===== config.mk =====
export PLATFORM = sky130hd
export DESIGN_NAME = div_seq_ctrl
export DESIGN_NICKNAME = d
export VERILOG_FILES = /design/src/rtl/div_pkg.sv /design/src/rtl/div_step.sv /design/src/rtl/div_seq_ctrl.sv
export SDC_FILE = /design/constraint.sdc
export NUM_CORES = 1
export LEC_CHECK = 0
export BUFFER_PORTS_ARGS = -buffer_cell sky130_fd_sc_hd__buf_2
export CAP_MARGIN = 20
export CORE_ASPECT_RATIO = 0.6
export CORE_MARGIN = 8
export CORE_UTILIZATION = 31
export CTS_BUF_LIST = sky130_fd_sc_hd__clkbuf_2
export CTS_CLUSTER_SIZE = 10
export DETAILED_ROUTE_END_ITERATION = 6
export GPL_TIMING_DRIVEN = 0
export PLACE_DENSITY_LB_ADDON = 0.15
export RECOVER_POWER = 100
export SYNTH_ARGS = -nofsm -noshare
export SYNTH_HDL_FRONTEND = slang
export SYNTH_SLANG_ARGS = --single-unit

===== constraint.sdc =====
create_clock -name clk -period 5.23 [get_ports clk]
set_input_delay 0.523 -clock clk [delete_from_list [all_inputs] [get_ports clk]]
set_output_delay 0.523 -clock clk [all_outputs]
set_load 0.03 [all_outputs]

===== src/rtl/div_pkg.sv =====
// Shared definitions for the multi-cycle DIV/DIVU sequencer: state encoding,
// default width and the decode funct codes that select signed operation.
package div_pkg;

  localparam int DIV_WIDTH = 32;

  localparam logic [5:0] FUNCT_DIV  = 6'h1A;
  localparam logic [5:0] FUNCT_DIVU = 6'h1B;

  typedef enum logic [2:0] {
    ST_IDLE = 3'd0,
    ST_CHK  = 3'd1,
    ST_RUN  = 3'd2,
    ST_FIX  = 3'd3,
    ST_DONE = 3'd4
  } div_state_e;

  // Decode helper: DIV is two's complement, DIVU is unsigned.
  function automatic logic funct_is_signed(input logic [5:0] funct);
    return (funct == FUNCT_DIV);
  endfunction

endpackage


===== src/rtl/div_step.sv =====
// One restoring shift-subtract iteration: shift {R,Q} left by one, then
// subtract D from the partial remainder when it fits and set the quotient bit.
module div_step #(
  parameter int W = 32
) (
  input  logic [W-1:0] r_in,
  input  logic [W-1:0] q_in,
  input  logic [W-1:0] d,
  output logic [W-1:0] r_out,
  output logic [W-1:0] q_out
);

  logic [W:0]   part;
  logic [W-1:0] diff;
  logic         fits;

  // The shifted partial remainder needs W+1 bits; after a successful subtract
  // it is below D again, so the low W bits of the difference are exact.
  assign part  = {r_in, q_in[W-1]};
  assign fits  = (part >= {1'b0, d});
  assign diff  = part[W-1:0] - d;
  assign r_out = fits ? diff : part[W-1:0];
  assign q_out = {q_in[W-2:0], fits};

endmodule


===== src/rtl/div_seq_ctrl.sv =====
// Multi-cycle restoring divider sequencer for DIV/DIVU. Quotient goes to LO,
// remainder to HI; the pipeline stalls while busy and commits on done.
module div_seq_ctrl
  import div_pkg::*;
#(
  parameter int WIDTH = DIV_WIDTH,
  parameter int CNT_W = $clog2(WIDTH)
) (
  input  logic             clk,
  input  logic             reset,
  input  logic             start,
  input  logic             is_signed,
  input  logic [WIDTH-1:0] dividend,
  input  logic [WIDTH-1:0] divisor,
  input  logic             flush,
  output logic             busy,
  output logic             done,
  output logic [WIDTH-1:0] quotient,
  output logic [WIDTH-1:0] remainder,
  output logic             div_by_zero,
  output div_state_e       dbg_state
);

  // Handshake: start is accepted only in IDLE with flush low; busy rises the
  // next cycle and stays high through the single-cycle done pulse. Results
  // hold their value until the next op commits; a flushed op commits nothing.
  div_state_e       st;
  logic [CNT_W-1:0] cnt;
  logic [WIDTH-1:0] dvd_orig;
  logic [WIDTH-1:0] dvs_abs;
  logic [WIDTH-1:0] r_acc;
  logic [WIDTH-1:0] q_acc;
  logic             q_neg;
  logic             r_neg;

  logic [WIDTH-1:0] dvd_mag;
  logic [WIDTH-1:0] dvs_mag;
  logic [WIDTH-1:0] r_nxt;
  logic [WIDTH-1:0] q_nxt;
  logic [WIDTH-1:0] q_fix;
  logic [WIDTH-1:0] r_fix;

  // Magnitudes; the most negative value maps onto itself, which the unsigned
  // datapath then treats as 2^(WIDTH-1), giving the wrap-around MIN/-1 result.
  assign dvd_mag = (is_signed && dividend[WIDTH-1]) ? -dividend : dividend;
  assign dvs_mag = (is_signed && divisor[WIDTH-1])  ? -divisor  : divisor;

  div_step #(.W(WIDTH)) u_step (
    .r_in  (r_acc),
    .q_in  (q_acc),
    .d     (dvs_abs),
    .r_out (r_nxt),
    .q_out (q_nxt)
  );

  assign q_fix     = q_neg ? -q_acc : q_acc;
  assign r_fix     = r_neg ? -r_acc : r_acc;
  assign dbg_state = st;

  always_ff @(posedge clk) begin
    if (reset) begin
      st          <= ST_IDLE;
      cnt         <= '0;
      dvd_orig    <= '0;
      dvs_abs     <= '0;
      r_acc       <= '0;
      q_acc       <= '0;
      q_neg       <= 1'b0;
      r_neg       <= 1'b0;
      busy        <= 1'b0;
      done        <= 1'b0;
      quotient    <= '0;
      remainder   <= '0;
      div_by_zero <= 1'b0;
    end else begin
      case (st)
        ST_IDLE: begin
          done <= 1'b0;
          if (start && !flush) begin
            dvd_orig <= dividend;
            dvs_abs  <= dvs_mag;
            r_acc    <= '0;
            q_acc    <= dvd_mag;
            q_neg    <= is_signed & (dividend[WIDTH-1] ^ divisor[WIDTH-1]);
            r_neg    <= is_signed & dividend[WIDTH-1];
            cnt      <= '0;
            busy     <= 1'b1;
            st       <= ST_CHK;
          end
        end
        ST_CHK: begin
          if (flush) begin
            busy <= 1'b0;
            st   <= ST_IDLE;
          end else if (dvs_abs == '0) begin
            quotient    <= '1;
            remainder   <= dvd_orig;
            div_by_zero <= 1'b1;
            done        <= 1'b1;
            st          <= ST_DONE;
          end else begin
            st <= ST_RUN;
          end
        end
        ST_RUN: begin
          if (flush) begin
            busy <= 1'b0;
            cnt  <= '0;
            st   <= ST_IDLE;
          end else begin
            r_acc <= r_nxt;
            q_acc <= q_nxt;
            if (cnt == CNT_W'(WIDTH - 1)) begin
              cnt <= '0;
              st  <= ST_FIX;
            end else begin
              cnt <= cnt + 1'b1;
            end
          end
        end
        ST_FIX: begin
          if (flush) begin
            busy <= 1'b0;
            st   <= ST_IDLE;
          end else begin
            quotient    <= q_fix;
            remainder   <= r_fix;
            div_by_zero <= 1'b0;
            done        <= 1'b1;
            st          <= ST_DONE;
          end
        end
        ST_DONE: begin
          // Result already committed; flush here cannot cancel the pulse.
          done <= 1'b0;
          busy <= 1'b0;
          st   <= ST_IDLE;
        end
        default: begin
          done <= 1'b0;
          busy <= 1'b0;
          st   <= ST_IDLE;
        end
      endcase
    end
  end

endmodule


* Yosys cells after proc, flatten, opt, wreduce, memory -nomap -nowiden
Index checks and enable logic that the tools add are counted.
** Word-level totals
- Bits of input ports :: 69
- Bits in registers :: 205
- Word-level logic and storage cells :: 90
- Output and inout port bits :: 70
** Cells by class
- Reduce and logical (&&, ||, !) cells :: 16
- Bitwise gates (word level) :: 4
- Add/sub/neg operators :: 6
- Muxes and demuxes :: 39
- Order comparisons :: 1
- Equality and inequality tests :: 11
** Operator list (number)
- $mux 32 :: 15
- $pmux 32 s2 :: 4
- $neg 32->32 :: 4
- $ge 33x32->1 :: 1
- $logic_not 32->1 :: 1
- $sub 32x32->32 :: 1
- $mux 3 :: 6
- $mux 5 :: 3
- $pmux 3 s4 :: 1
- $ne 2x2->1 const B :: 5
- $pmux 5 s2 :: 1
- $reduce_and 2->1 :: 4
- $reduce_and 4->1 :: 2
- $eq 3x2->1 const B :: 2
- $mux 1 :: 6
- $add 5x1->5 const B :: 1
- $eq 5x5->1 const B :: 1
- $pmux 1 s2 :: 2
- $reduce_bool 2->1 :: 2
- $eq 3x1->1 const B :: 1
- $logic_and 1x1->1 :: 3
- $logic_not 3->1 :: 1
- $ne 3x3->1 const B :: 1
- $pmux 1 s3 :: 1
- 7 further kinds :: 8

* Longest topological paths before layout
- Word-level depth :: 4
- Mapped depth :: 14
- Mapped depth without buffers :: 14

* Hierarchy
Synthesis repeated with hierarchy kept, for this count alone.
** Unflattened totals
- Cells, all modules :: 1712
- Area, all modules :: 13211.4 um2
** Modules (own cells, without submodules)
- div_seq_ctrl :: times used 1, area each 10640.2 um2, seq. area each 4103.9 um2, cells an instance 1357
- div_step :: times used 1, area each 2571.2 um2, seq. area each 0.0 um2, cells an instance 355

* Worst setup path before layout
Ideal clock, no wire load.
- Kind :: reg2reg
- From :: register q_acc[31]
- To :: register r_acc[28]
- Setup time :: 0.059 ns
- Data required time :: 5.171 ns
- Data arrival time :: 2.928 ns
- Period minus slack after synthesis :: 2.986 ns
- Cell stages (with the launch flop) :: 15
- Path slack :: 2.244 ns
- Buffers on the path :: 0
- Cells stage by stage :: dfxtp_1 -> inv_1 -> ha_1 -> inv_1 -> fa_1 -> a21oi_1 -> o21ai_0 -> a21oi_1 -> o211a_1 -> o31a_1 -> o21ai_0 -> a221o_1 -> a221oi_1 -> mux2_2 -> nand2_1
** On the way
- Longest elaborated chain between the ends :: 4
- Elaborated cells between the ends (all ways) :: 5
- Classes of those cells :: 1 x add/sub; 1 x order compare; 3 x mux
** RTL lines
- from (decl) :: RTL line div_seq_ctrl.sv:32 : logic [WIDTH-1:0] q_acc;
- from (signal assigned) :: RTL line div_seq_ctrl.sv:83 : q_acc <= dvd_mag;
- from (signal assigned) :: RTL line div_seq_ctrl.sv:112 : q_acc <= q_nxt;
- $sub 32x32->32 / $ge 33x32->1 (equally long branches) :: RTL line div_step.sv:21, div_step.sv:20
- $mux 32 (*) :: RTL line div_step.sv:22 : assign r_out = fits ? diff : part[W-1:0];
- $mux 32 (*) :: RTL line div_seq_ctrl.sv:106 : if (flush) begin
- $pmux 32 s2 (*) :: RTL line div_seq_ctrl.sv:76 : case (st)
- to (signal assigned) :: RTL line div_seq_ctrl.sv:111 : r_acc <= r_nxt;
- to (decl) :: RTL line div_seq_ctrl.sv:31 : logic [WIDTH-1:0] r_acc;
Mark *: on every way between the ends. The rest lies on a longest branch, timed or not. The select of a mux whose other input is x is not followed.
A chain may end at the register's enable or synchronous reset.

* Worst setup path in the final report
Ends and elaborated chain as after synthesis.

==> metrics <==
overall fraction of global-route tracks in use=21.2%; classification of the worst setup path=reg2reg; launch point of the worst hold path=is_signed; aggregate routed wire length=50700 µm; hold_buf cts=70; Critical Path RT=6140 ps; placed wire-length estimate after detailed placement=39700 µm; ratio of final minimum period to clock period=a little under three quarters; die width=between 200 and 300 µm; reg-to-reg critical path endpoint=r_acc[28]$_SDFFE_PP0P_; Period minus WS final=3730 ps; setup-violating endpoint count in the final report=0; prevailing post-synth register cell=sky130_fd_sc_hd__dfxtp_1; Avg Inst Size Synth=7.63 µm²; post-synthesis cell count=1601; vias in the first global route=12200; core occupancy in the finished layout=37.4%; initial antenna violation count=2; fraction of registers with async set/reset=0%; final sum of negative setup slack=0 ps; worst reg2reg path depth=14; leak pwr=around 5.4 nW; largest net degree at the start of global routing=14; worst setup skew after layout=between 100 and 150 ps; CTS HTree Levels=2; Initial Utilization=a little under a third; Least-Margin Pin Slew=about 1400 ps; DRC violations left=0; post-route design area=about 0.015 mm²; class of the tightest hold or removal check=in2reg; placeable core area=0.0390 mm²; final weighted congestion of routability-driven global placement=0.915; setup repair after global routing missed its margin=no; Clock transition at path regs=120 ps; worst endpoint data arrival time=4640 ps; critical path fanouts, max=3; Power Dens Cells=239 mW/mm²; wire length of the first global-routing pass=about 76000 µm; clock latency of the later-clocked register in the worst-skew pair=~1000 ps; normalized max-slew margin=6.72%; CTS-repair resized insts=0; worst reg-to-reg setup slack=1500 ps; maximum clock rate=0.268 GHz; clock net sink count=205; count of unique library cells instantiated by Yosys=63; clock tree root buffer cell=sky130_fd_sc_hd__clkbuf_2; CTS buffer count=54; number of max-cap violations=0; worst setup path start=q_acc[31]$_SDFFE_PP0P_; Synth Cell Area=0.0122 mm²; area share of the largest cell type after synthesis=33.6%; via density per instance=5.37; number of pins with negative max-slew slack in the final report=0; # Post-CTS Setup Buffers=0; Longest Clk Path Bufs=3; Iter 0 DRT Violations=roughly 1300; share of post-route cells with drive strength above 1=under 10%; cell type with the largest total area after synthesis=sky130_fd_sc_hd__dfxtp_1; depth of the worst hold-timing path=3; number of flip-flops and latches in the synthesized netlist=approximately 210; Worst Setup End Kind=flop; Final ANT Viol Nets=0; worst hold path endpoint=q_neg$_SDFFE_PP0P_; R2R Path Start=q_acc[31]$_SDFFE_PP0P_; most common cell in the netlist=sky130_fd_sc_hd__nand2_1; IO Port Bufs=138; overflow left after global routing=0; first drt pass iteration count=5; number of enable-type register cells in the synthesized netlist=0; final count of hold timing violations=0; signed area change from the synthesized netlist to the final layout=19.4%; vias after detailed routing=13000; FP Rows=56; die outline height=170 µm; synth warn=0; FILL cells=about 4300; Worst IR Drop VDD=128 µV; Avg WL per Cell=approximately 21 µm; largest cells by area after synthesis=sky130_fd_sc_hd__dfxtp_1 (34%), sky130_fd_sc_hd__nand2_1 (7.1%), sky130_fd_sc_hd__nor2_1 (6.1%); total I/O pin count=139; total placed instance area=0.0136 mm²; run status=complete, no violations; clock tree from TritonCTS=built; Post-Syn Nets=1709; Setup crit start kind=flop; Die Area=0.0462 mm²; proportion of synthesized chip area in sequential cells=33.6%; nets@finish=1974; leading cell types by count after synthesis=sky130_fd_sc_hd__nand2_1 (230), sky130_fd_sc_hd__dfxtp_1 (205), sky130_fd_sc_hd__nor2_1 (200), sky130_fd_sc_hd__a21oi_1 (138), sky130_fd_sc_hd__clkbuf_1 (92)
==> worst max-delay path, cell delays in order (launching register included) <==
cell,delay (ps)
sky130_fd_sc_hd__dfxtp_1,370
sky130_fd_sc_hd__inv_1,160
sky130_fd_sc_hd__ha_1,220
sky130_fd_sc_hd__inv_1,60
sky130_fd_sc_hd__fa_1,400
sky130_fd_sc_hd__a21oi_1,220
sky130_fd_sc_hd__o21ai_0,130
sky130_fd_sc_hd__a21oi_1,300
sky130_fd_sc_hd__o211a_1,210
sky130_fd_sc_hd__o31a_1,190
sky130_fd_sc_hd__o21ai_0,190
sky130_fd_sc_hd__a221o_1,440
sky130_fd_sc_hd__a221oi_1,420
sky130_fd_sc_hd__mux2_2,380
sky130_fd_sc_hd__nand2_1,50
==> layer usage <==
layer	vias up	global-route usage, %	wire length (µm)
met5	-	0	0
met4	0	4.34	696
met3	56	5.61	5190
met2	567	26.4	18200
met1	6153	34.4	26700
li1	6218	-	-
==> flip-flops by register name, summed over array words and instances, names as in the netlist, 3 cells and up <==
name,cells
dvd_orig,32
dvs_abs,32
q_acc,32
quotient,32
r_acc,32
remainder,32
cnt,5
dbg_state,3
==> stage by stage <==
step	total power, mW	worst slack [ps]	hold slack [ps]	instances
4_1_cts	3.52	1420	151	2420
3_3_place_gp	2.35	1470	445	2261
2_1_floorplan	2.12	2240	432	1601
5_1_grt	3.68	1220	124	2421
6_report	3.49	1500	221	2421
3_5_place_dp	2.35	1520	448	2262
==> placed cells by master, fill, tap and decap left out, drive strengths merged, types with 3 or more instances in the layout <==
cell	instances
a211oi	77
a21o	10
a21oi	138
a221oi	3
a311oi	22
a31oi	9
and2	5
and3	6
buf	75
clkbuf	250
clkinv	7
dfxtp	205
dlygate4sd3	70
ha	38
inv	55
mux2	4
mux2i	19
nand2	230
nand2b	10
nand3	33
nand4	12
nor2	202
nor2b	5
nor3	18
nor4	26
o211ai	19
o21a	3
o21ai	93
o21bai	6
o22ai	7
o31ai	29
o41ai	15
or3	10
or4	17
xnor2	61
xor2	85
==> cell families (layout without fill, tap and decap cells) <==
family | after synthesis | in the layout | synth area share, %
other | 0 | 1 | 0
XOR/XNOR | 146 | 146 | 10.5
buffers and inverters | 160 | 457 | 4.97
AND/OR/NAND/NOR | 582 | 582 | 21.3
AO/OA/AOI/OAI | 446 | 446 | 23.7
multiplexers | 23 | 23 | 1.92
adder cells (fa/ha/maj) | 39 | 39 | 4.05
flip-flops | 205 | 205 | 33.6
==> worst max path at each step <==
stage | to | slack, ps
after detailed placement | r_acc[28]$_SDFFE_PP0P_ | 1520
after global routing | quotient[19]$_SDFFE_PP0P_ | 1220
after global placement | r_acc[28]$_SDFFE_PP0P_ | 1470
after floorplan | r_acc[28]$_SDFFE_PP0P_ | 2240
final | r_acc[28]$_SDFFE_PP0P_ | 1500
after CTS | quotient[26]$_SDFFE_PP0P_ | 1420
==> power breakdown <==
part / total (mW) / switching, mW / internal, mW
logic: 0.708 / 0.436 / 0.272
registers: 1.67 / 0.0593 / 1.61
clock network: 1.11 / 0.715 / 0.398
==> final cells by class <==
cell class / instances / area, µm² / share of cell area, %
Multi-Input combinational cell: 1236 / 7480 / 51.3
Clock inverter: 8 / 31.3 / 0.214
Antenna cell: 1 / 2.50 / 0.0172
Tap cell: 522 / 653 / 4.48
Clock buffer: 80 / 400 / 2.74
Buffer: 106 / 404 / 2.77
Inverter: 54 / 203 / 1.39
Timing Repair Buffer: 209 / 1310 / 8.95
Sequential cell: 205 / 4100 / 28.1
Note: power is estimated with default switching activity, not from simulation.
